`src/rtl/tcb_htif_pkg.sv`:
```
// Shared definitions for the HTIF mailbox subordinate: register offsets,
// STATUS layout and TCB transfer-size encodings.
package tcb_htif_pkg;

  localparam logic [3:0] HTIF_TOHOST   = 4'h0;
  localparam logic [3:0] HTIF_FROMHOST = 4'h4;
  localparam logic [3:0] HTIF_STATUS   = 4'h8;
  localparam logic [3:0] HTIF_CONSOLE  = 4'hC;

  localparam int STS_HALT    = 0;
  localparam int STS_TIMEOUT = 1;
  localparam int STS_CNT_LSB = 8;

  typedef enum logic [1:0] {
    TCB_SIZ_BYTE  = 2'd0,
    TCB_SIZ_HALF  = 2'd1,
    TCB_SIZ_WORD  = 2'd2,
    TCB_SIZ_DWORD = 2'd3
  } tcb_siz_t;

  function automatic logic [31:0] status_word(input logic [7:0] cnt,
                                              input logic       tmo,
                                              input logic       hlt);
    logic [31:0] sts;
    sts                              = '0;
    sts[STS_CNT_LSB +: 8]            = cnt;
    sts[STS_TIMEOUT]                 = tmo;
    sts[STS_HALT]                    = hlt;
    return sts;
  endfunction

endpackage

```
`src/rtl/tcb_htif_fifo.sv`:
```
// Console byte FIFO: synchronous, power-of-two depth, extra pointer bit so
// count = wptr - rptr distinguishes full from empty.
module tcb_htif_fifo #(
  parameter  int DEPTH = 16,
  localparam int AW    = $clog2(DEPTH)
) (
  input  logic          clk,
  input  logic          rst_n,
  input  logic          push,
  input  logic [7:0]    push_dat,
  input  logic          pop,
  output logic [7:0]    head,
  output logic          full,
  output logic          empty,
  output logic [AW:0]   count
);

  logic [7:0]  mem [DEPTH];
  logic [AW:0] wptr;
  logic [AW:0] rptr;

  always_ff @(posedge clk or negedge rst_n) begin
    if (!rst_n) begin
      wptr <= '0;
      rptr <= '0;
      for (int i = 0; i < DEPTH; i++) mem[i] <= '0;
    end else begin
      if (push && !full) begin
        mem[wptr[AW-1:0]] <= push_dat;
        wptr              <= wptr + 1'b1;
      end
      if (pop && !empty) rptr <= rptr + 1'b1;
    end
  end

  assign count = wptr - rptr;
  // count never exceeds DEPTH, so its MSB alone marks full
  assign full  = count[AW];
  assign empty = (count == '0);
  assign head  = mem[rptr[AW-1:0]];

endmodule

```
`src/rtl/tcb_htif_sub.sv`:
```
// HTIF host-target mailbox as a TCB subordinate: TOHOST/FROMHOST/STATUS/CONSOLE.
// Optional watchdog enabled by defining TCB_HTIF_TIMEOUT_EN.
module tcb_htif_sub
  import tcb_htif_pkg::*;
#(
  parameter int ADR_W    = 32,
  parameter int FIFO_DEP = 16,
  parameter int TMO_CNT  = 20000
) (
  input  logic             clk,
  input  logic             rst_n,
  input  logic             tcb_vld,
  input  logic             tcb_wen,
  input  logic [ADR_W-1:0] tcb_adr,
  input  logic [1:0]       tcb_siz,
  input  logic [31:0]      tcb_wdt,
  output logic [31:0]      tcb_rdt,
  output logic             tcb_err,
  output logic             tcb_rdy,
  output logic             con_vld,
  output logic [7:0]       con_dat,
  input  logic             con_rdy,
  input  logic             hst_wen,
  input  logic [31:0]      hst_wdt,
  output logic             halt,
  output logic [30:0]      exit_code,
  output logic             timeout
);

  localparam int CW = $clog2(FIFO_DEP) + 1;

  logic [3:0]    off;
  logic          trn;
  logic [31:0]   tohost;
  logic [31:0]   fromhost;
  logic [31:0]   status;
  logic          fifo_full;
  logic          fifo_empty;
  logic [CW-1:0] fifo_count;
  logic          err_c;
  logic [31:0]   rdt_c;
  logic          we_to;
  logic          we_fh;
  logic          push_c;
  logic          unused_adr;

  // the system decoder has already selected us; upper address bits are don't-care
  assign unused_adr = ^tcb_adr[ADR_W-1:4];
  assign off        = tcb_adr[3:0];
  assign tcb_rdy    = !(tcb_wen && (off == HTIF_CONSOLE) && fifo_full);
  assign trn        = tcb_vld && tcb_rdy;
  assign status     = status_word(8'(fifo_count), timeout, halt);

  always_comb begin
    err_c  = 1'b1;
    rdt_c  = '0;
    we_to  = 1'b0;
    we_fh  = 1'b0;
    push_c = 1'b0;
    case (off)
      HTIF_TOHOST: if (tcb_siz_t'(tcb_siz) == TCB_SIZ_WORD) begin
        err_c = 1'b0;
        if (tcb_wen) we_to = 1'b1;
        else         rdt_c = tohost;
      end
      HTIF_FROMHOST: if (tcb_siz_t'(tcb_siz) == TCB_SIZ_WORD) begin
        err_c = 1'b0;
        if (tcb_wen) we_fh = 1'b1;
        else         rdt_c = fromhost;
      end
      HTIF_STATUS: if (tcb_siz_t'(tcb_siz) == TCB_SIZ_WORD && !tcb_wen) begin
        err_c = 1'b0;
        rdt_c = status;
      end
      HTIF_CONSOLE: if (tcb_wen && tcb_siz_t'(tcb_siz) != TCB_SIZ_DWORD) begin
        err_c  = 1'b0;
        push_c = 1'b1;
      end
      default: ;
    endcase
  end

  always_ff @(posedge clk or negedge rst_n) begin
    if (!rst_n) begin
      tcb_rdt   <= '0;
      tcb_err   <= 1'b0;
      tohost    <= '0;
      fromhost  <= '0;
      halt      <= 1'b0;
      exit_code <= '0;
    end else begin
      if (trn) begin
        tcb_rdt <= rdt_c;
        tcb_err <= err_c;
      end
      // once halted the exit code is frozen; further TOHOST writes are absorbed
      if (trn && we_to && !halt) begin
        tohost <= tcb_wdt;
        if (tcb_wdt[0]) begin
          halt      <= 1'b1;
          exit_code <= tcb_wdt[31:1];
        end
      end
      if (hst_wen)            fromhost <= hst_wdt;
      else if (trn && we_fh)  fromhost <= tcb_wdt;
    end
  end

  tcb_htif_fifo #(.DEPTH(FIFO_DEP)) u_fifo (
    .clk      (clk),
    .rst_n    (rst_n),
    .push     (trn && push_c),
    .push_dat (tcb_wdt[7:0]),
    .pop      (con_vld && con_rdy),
    .head     (con_dat),
    .full     (fifo_full),
    .empty    (fifo_empty),
    .count    (fifo_count)
  );

  assign con_vld = !fifo_empty;

`ifdef TCB_HTIF_TIMEOUT_EN
  logic [31:0] tmo_cnt;

  always_ff @(posedge clk or negedge rst_n) begin
    if (!rst_n) begin
      tmo_cnt <= '0;
      timeout <= 1'b0;
    end else if (!halt && !timeout) begin
      if (tmo_cnt == 32'(TMO_CNT - 1)) timeout <= 1'b1;
      else                             tmo_cnt <= tmo_cnt + 1'b1;
    end
  end
`else
  assign timeout = 1'b0;
`endif

endmodule

```
`config.mk`:
```
export PLATFORM = sky130hd
export DESIGN_NAME = tcb_htif_sub
export DESIGN_NICKNAME = d
export VERILOG_FILES = /design/src/rtl/tcb_htif_pkg.sv /design/src/rtl/tcb_htif_fifo.sv /design/src/rtl/tcb_htif_sub.sv
export SDC_FILE = /design/constraint.sdc
export NUM_CORES = 1
export LEC_CHECK = 0
export CORE_MARGIN = 1.5
export CORE_UTILIZATION = 44
export CTS_CLUSTER_SIZE = 20
export DETAILED_ROUTE_END_ITERATION = 6
export PLACE_DENSITY = 0.67
export SLEW_MARGIN = 20
export SYNTH_ARGS = -nofsm -noshare
export SYNTH_HDL_FRONTEND = slang
export SYNTH_SLANG_ARGS = --single-unit
```
`constraint.sdc`:
```
create_clock -name clk -period 3.35 [get_ports clk]
set_clock_uncertainty 0.1 [all_clocks]
set_input_delay 0.67 -clock clk [delete_from_list [all_inputs] [get_ports clk]]
set_output_delay 0.67 -clock clk [all_outputs]
set_load 0.03 [all_outputs]
```
==> results of run 1 <==
-- cells in the final DEF, fill, tap and decap left out, drive strengths merged, types with 4 or more instances in the layout --
cell,Yosys,layout
nor2b,5,5
clkbuf,41,39
and3,13,13
nand3,4,4
a21oi,9,9
mux2,191,191
nor2,7,7
a22oi,26,26
buf,32,63
nand2,71,71
mux4,40,40
clkinv,0,7
o21ai,73,73
dfrtp,267,267
ha,9,9
xnor2,8,8
inv,7,8
clkdlybuf4s50,0,138
mux2i,38,38
nand4,4,4
-- registers in the layout, summed over array words and instances (netlist names) --
name         cells
tcb_err          1
tohost          32
tcb_rdt         32
u_fifo.rptr      5
halt             1
fromhost        32
u_fifo.wptr      5
exit_code       31
u_fifo.mem     128
-- stage by stage --
step                      utilization, %  setup TNS (ns)  setup WS, ns  cell area (um2)  hold WS, ns
final                               56.6               0        0.0903            15200       0.0486
after global routing                56.6         -0.0212       -0.0212            15200        0.107
after CTS                           56.3        -0.00980      -0.00745            15100       0.0827
after detailed placement            52.6               0        0.0849            14100        0.369
after global placement              52.6               0        0.0856            14100        0.361
after floorplan                        -               0         0.208            11900        0.274
-- critical path, stage by stage (launching register included) --
cell,delay (ns)
sky130_fd_sc_hd__dfrtp_1,0.39
sky130_fd_sc_hd__inv_2,0.06
sky130_fd_sc_hd__ha_2,0.16
sky130_fd_sc_hd__inv_1,0.06
sky130_fd_sc_hd__fa_2,0.39
sky130_fd_sc_hd__nand3_2,0.09
sky130_fd_sc_hd__a21oi_1,0.08
sky130_fd_sc_hd__or4_4,0.56
sky130_fd_sc_hd__buf_6,0.16
-- per-layer routing --
metal	vias up	GRT usage, %	wire length [um]
li1	3442	-	-
met1	3965	28.9	12800
met2	159	34.2	13900
met3	41	2.81	1040
met4	0	5.60	704
met5	-	0	0
-- area by class of cell --
| cell class | instances | area [um2] |
|---|---|---|
| multi-input cells | 521 | 4970 |
| flip-flops and latches | 267 | 6680 |
| fillers | 2171 | 11600 |
| repair buffers | 201 | 2060 |
| clock inverters | 13 | 149 |
| inverters | 7 | 26.3 |
| well taps | 341 | 427 |
| clock buffers | 39 | 843 |
-- power breakdown --
group          total, uW  internal [uW]  switching, uW
registers           3530           3410            116
logic               1690            773            918
clock network       3270           1990           1280
total               8490           6170           2320
-- repair_timing --
action | CTS | global route
resized for setup | 11 | 14
buffers inserted | 0 | 1
setup endpoints to repair | 10 | 5
hold buffers | 0 | 0
pin swaps | 0 | 2
-- logic make-up after synthesis --
group	count (synthesis)
buffers and inverters	80
flip-flops	267
multiplexers	269
XOR/XNOR	11
AND/OR/NAND/NOR	116
other	1
adder cells (fa/ha/maj)	10
AO/OA/AOI/OAI	114
-- path summary, 6_finish.rpt --
check / start / to / cells after the start
setup / recovery: u_fifo.wptr[0] / tcb_rdy / 8
hold / removal: rst_n / u_fifo.mem[118] / 1
setup reg to reg: u_fifo.wptr[0] / u_fifo.mem[59] / 12
hold reg to reg: tcb_rdt[20] / tcb_rdt[20] / 2
max in group asynchronous: rst_n / u_fifo.mem[39] / 2
min in group clk: tcb_rdt[20] / tcb_rdt[20] / 2
==> impl_summary.md, run 1 <==
Global routing
For this run, the total global-route usage over all layers was measured as 20.7%. Entering global routing, the biggest net connects 94 pins. The sum of overflow across all layers after global routing is 0. The number of global-route vias before repair is 7,781. The initial antenna violation count is 0. The first global-routing pass estimated 45.4 mm of wire.

Finish
The post-route netlist has 32.1% of its cells at a drive strength greater than 1. The final layout contains 1,141 nets. The number of antenna diodes in the final layout is 0. The finished layout holds 1,389 standard cells, fillers aside. The area growth from synthesis to final layout is 27.0%.

Floorplan
The floorplan core area is 26,800 um2. The initial cell density of the core is 44.5%. The floorplan step set the die width to 168 um. The number of primary I/O pins is 180. The die covers 28,100 um2.

From bottom edge to top edge, the die measures 168 um. The floorplan has 60 rows.

Detailed routing
The detail route stage leaves a number of antenna-violating nets equal to 0. The average via count per standard cell is 5.48. The pre-antenna-repair detailed-routing pass consisted of 4 iterations.

The post-detailed-route wirelength per cell is 20.5 um. After detailed routing, the total wire length is 28.5 mm. The routed layout has 7,607 vias. The final routed DRC violation total is 0. For this block, the initial DRC count from the detailed router was 508.

Clocking
The clock-pin slew of the registers on the worst-case setup and hold paths is 0.06 ns. The number of buffers inserted during clock tree synthesis is 29. The depth of the CTS H-tree is 1. The CTS tree is built.

The cell at the root of the clock tree is sky130_fd_sc_hd__clkbuf_16. Counting along the longest clock path gives a buffer depth of 3. The insertion delay to the later sink of the worst-skew pair is 0.54 ns. The tree built by TritonCTS fans out to 267 sinks.

Synthesis
The fraction of synthesized cell area taken by the top area cell type is 56.0%. Yosys mapped a number of flops with a built-in enable equal to 0. Summing the areas of all compound-gate instances in the mapped netlist gives 5.59% of the synthesized area. Yosys instantiated no cell more often than sky130_fd_sc_hd__dfrtp_1. The fraction of the mapped netlist area in adder cells is 1.11%. Counting flops and latches in the post-synthesis netlist gives 267. Sorting the synthesized cells by area gives the leading types as sky130_fd_sc_hd__dfrtp_1, sky130_fd_sc_hd__mux2_2, sky130_fd_sc_hd__mux4_2.

The number of nets in the synthesized netlist is 982. The mean instance size in the synthesized netlist is 13.8 um2. Multiplexer cells account for 28.7% of the synthesized area.

The simple logic cell fraction of the synthesized area is 4.84%. The synthesized netlist devotes 0.807% of its cell area to XOR and XNOR gates. The share of the Yosys chip area taken by registers is 56.0%. During synthesis, Yosys emitted a total of 0 warnings. The combinational family with the most area after synthesis is multiplexers. Ranked by instance count, the synthesized netlist is headed by sky130_fd_sc_hd__dfrtp_1, sky130_fd_sc_hd__mux2_2, sky130_fd_sc_hd__o21ai_0.

The cell count after synthesis came out at 868. The cell area after synthesis is 11,900 um2. Synthesis instantiated 43 different standard cells from the library.

The share of flip-flops with an asynchronous set or reset is 100%. The dominant synthesized flop cell is sky130_fd_sc_hd__dfrtp_1. Summed over all instances, the cell type with the most area after synthesis is sky130_fd_sc_hd__dfrtp_1.

Critical path
The top fanout value on the critical path is 2. The worst setup path is captured at an output pin. For the worst setup path, the data required time is 2.58 ns. The flop-to-flop setup slack is 0.53 ns. The category of the critical setup timing path is flop to output pin. Data on the critical path arrives at its endpoint at 2.49 ns. The worst setup path is launched from a flop.

Place
The count of port buffers added during placement is 150. The half-perimeter wire length of the detailed placement result is 18.3 mm. The number of placed cells counting well taps is 1,336.

The congestion estimate from routability-driven global placement came to 0.754.

Pwr
For this design the ratio of total power to cell area is 560 nW/um2. The analysis attributes to cell leakage a power of 0.00696 uW. The peak supply drop is 351 uV.

The sum of internal, switching and leakage power is 8490 uW.

Timing
The max-slew violation count is 0. The maximum clock frequency is 307 MHz. The slew at the pin with the worst max-slew slack is 0.777 ns. The clock period minus worst slack is 3.26 ns. The final worst-path cycle share is 97.3%. The hold violation count in the final report is 0. Setup repair after global routing could not meet its margin everywhere. The number of setup violations in the final report is 0. Headroom to the max-slew limit came out at 48.0%.

Outcome
The run finished with clean final reports.

Run
Across the run, the number of max-cap violations was 0.

Hold path
The tightest min-delay check is of the input port to async pin type.
Note: power is estimated with default switching activity, not from simulation.
==> run 2: changes to the inputs <==
--- a/config.mk
+++ b/config.mk
@@ -5,10 +5,10 @@
 export SDC_FILE = /design/constraint.sdc
 export NUM_CORES = 1
 export LEC_CHECK = 0
-export CORE_MARGIN = 1.5
 export CORE_UTILIZATION = 44
 export CTS_CLUSTER_SIZE = 20
 export DETAILED_ROUTE_END_ITERATION = 6
+export GPL_TIMING_DRIVEN = 1
 export PLACE_DENSITY = 0.67
 export SLEW_MARGIN = 20
 export SYNTH_ARGS = -nofsm -noshare
==> run 2 against run 1 <==
Net effect:
- the run now ends with hold timing left
- register-to-register slack got worse by 0.08 ns
- final area fell by 0.36%
- sequential share of layout area is 0.16 points higher
- highest routed layer unchanged
==> impl_summary.md, run 2 (synthesized netlist as in run 1, its figures left out) <==
Detailed routing
The average via count per standard cell is 5.46 (-0.36%). The post-detailed-route wirelength per cell was 20.3 um (-1.1%). The post-route antenna net violation count came to 0 (unchanged). The final routed DRC violation total is 0 (unchanged). The first-iteration detailed-routing DRC count is 450 (-11%). The final wirelength is 28.1 mm (-1.4%). The first-pass iteration count of the detailed router is 5 (+1). The number of vias in the routed layout is 7,552 (-0.72%).

Critical path
The worst reg-to-reg path cell count was 11 (-1). The data required time at the worst endpoint is 2.58 ns (about the same). The top fanout value on the critical path is 35 (+33).

The flop-to-flop setup slack is 0.45 ns (-0.08 ns). STA classifies the critical path endpoint as an output pin. The kind of start point of the critical path is a flop. The worst setup path is of the flop to output pin kind. The worst path arrival time is 2.50 ns (about the same).

Timing
The clock period minus worst slack was 3.27 ns (+0.0109 ns). The hold violation count in the final report is 2 (+2). The final setup TNS came to 0 ns (unchanged). The slew at the pin with the worst max-slew slack is 0.728 ns (-0.0489 ns).

The post-route worst hold slack was -0.0141 ns (-0.0627 ns). The max-slew violation count was 0 (unchanged). The final worst-path cycle share is 97.6% (+0.33 points). The worst relative slew slack was 51.3% (+3.3 points).

The number of setup violations in the final report is 0 (unchanged). The setup slack after layout came to 0.0793 ns (-0.0109 ns). Setup repair after global routing could not meet its margin everywhere. The maximum clock frequency is 306 MHz (-0.33%).

Floorplan
The initial cell density of the core was 45.3% (+0.76 points). The area of the die is 27,800 um2 (-1.2%). The site row count is 59 (-1.7%). The number of primary I/O pins is 180 (unchanged).

The die span in x is 167 um (-0.60%). The die height is 167 um (-0.60%). The floorplan core area came to 26,400 um2 (-1.7%).

Place
The last weighted congestion value of the routability-driven placer came to 0.778 (+3.1%). The half-perimeter wire length of the detailed placement result is 18.2 mm (-0.51%). The count of port buffers added during placement was 150 (unchanged). The total cell area at the placement stage is 14,000 um2 (-0.28%).

The worst slack after detailed placement is 0.0840 ns (-0.000850 ns).

Finish
The final antenna diode count is 0 (unchanged). The net count of the finished layout is 1,141 (unchanged). The area growth from synthesis to final layout is 26.5%. The register name with the most flops is u_fifo.mem. The flip-flop count of the largest register after layout is 128 (unchanged). The share of cells above drive strength 1 is 31.6% (-0.51 points).

The total non-filler cell area in the finished layout was 15,100 um2 (-0.36%). The most common cell after layout, fill and taps aside is sky130_fd_sc_hd__dfrtp_1. The library cells used most frequently in the layout, excluding fill and tap cells, are sky130_fd_sc_hd__dfrtp_1, sky130_fd_sc_hd__mux2_2, sky130_fd_sc_hd__clkdlybuf4s50_1, sky130_fd_sc_hd__o21ai_0, sky130_fd_sc_hd__nand2_1.

Global routing
The number of global-route vias before repair is 7,974 (+2.5%). The maximum number of pins on one net before global-route repair is 87 (-7.4%). The sum of overflow across all layers after global routing is 0 (unchanged). The global-route wire length before repair is 46.0 mm (+1.3%). The total global-route track usage was 21.1% (+0.36 points). The initial antenna violation count is 0 (unchanged).

Pwr
The leakage power summed over all cells is 0.00694 uW (-0.26%). The peak supply drop is 391 uV (+11%). The total power divided by cell area is 559 nW/um2 (-0.18%). The sum of internal, switching and leakage power is 8440 uW (-0.54%).

Hold path
The class of the tightest hold or removal check is input port to async pin.

Clocking
The insertion delay to the later sink of the worst-skew pair came to 0.55 ns (about the same). The depth of the CTS H-tree came to 1 (unchanged). The number of buffers inserted during clock tree synthesis is 29 (unchanged). The clock tree buffer depth is 3 (unchanged).

The CTS tree is built. The cell at the root of the clock tree is sky130_fd_sc_hd__clkbuf_16. The clock-pin slew of the registers on the worst-case setup and hold paths is 0.06 ns (about the same). The number of sinks driven by the clock tree is 267 (unchanged).

Outcome
The flow ran to the end, but the final reports show violations. The final reports fail on hold timing.

Run
The total of max-cap violations is 0 (unchanged).
run 2: cell types whose count changed in the layout (fill, tap and decap cells not counted), sizes merged:
| cell | change |
|---|---|
| bufinv | -1 |
| clkinvlp | -2 |
| clkbuf | +8 |
| clkinv | -4 |
run 2: final cells by class:
| type | count | area, um2 |
|---|---|---|
| fillers | 2131 | 11300 |
| flip-flops and latches | 267 | 6680 |
| multi-input cells | 521 | 4960 |
| repair buffers | 201 | 2020 |
| clock buffers | 47 | 893 |
| well taps | 335 | 419 |
| clock inverters | 6 | 95.1 |
| inverters | 7 | 26.3 |
run 2: final timing paths:
check                          startpoint              to
hold / removal                      rst_n   exit_code[24]
max in group asynchronous           rst_n  u_fifo.mem[63]
setup / recovery           u_fifo.rptr[0]      con_dat[7]
setup reg to reg           u_fifo.wptr[0]   u_fifo.mem[5]
min in group clk              tcb_rdt[16]     tcb_rdt[16]
hold reg to reg               tcb_rdt[16]     tcb_rdt[16]
run 2: metal layers:
metal,track usage (%),up-vias,share of wire [%]
met5,0,-,0
li1,-,3449,-
met3,2.97,52,4.5
met4,5.68,0,2.6
met1,29.2,3873,44
met2,34.9,178,49
run 2: worst max-delay path, stage by stage (launching register included):
cell                      delay, ns
sky130_fd_sc_hd__dfrtp_2       0.39
sky130_fd_sc_hd__buf_12        0.26
sky130_fd_sc_hd__mux4_2        0.55
sky130_fd_sc_hd__mux4_2        0.55
sky130_fd_sc_hd__buf_6         0.17
run 2: where the power goes:
group          total, uW  internal, uW  switching (uW)
clock network       3250          1970            1280
logic               1670           759             911
registers           3520          3410             107
total               8440          6140            2300
run 2: timing repair:
action,in CTS,in global routing
pin swaps,2,1
setup buffers,0,2
gates resized for setup,16,7
endpoints found under the setup margin,10,4
endpoints found under the hold margin,0,0
hold buffers,0,0
run 2: metrics by stage:
step,util (%),hold WS [ns],std cells
floorplan,-,0.274,868
detailed placement,53.3,0.369,1329
CTS,57.2,0.0301,1382
finish,57.3,-0.0141,1384
global route,57.3,0.0457,1384
global placement,53.3,0.362,1329
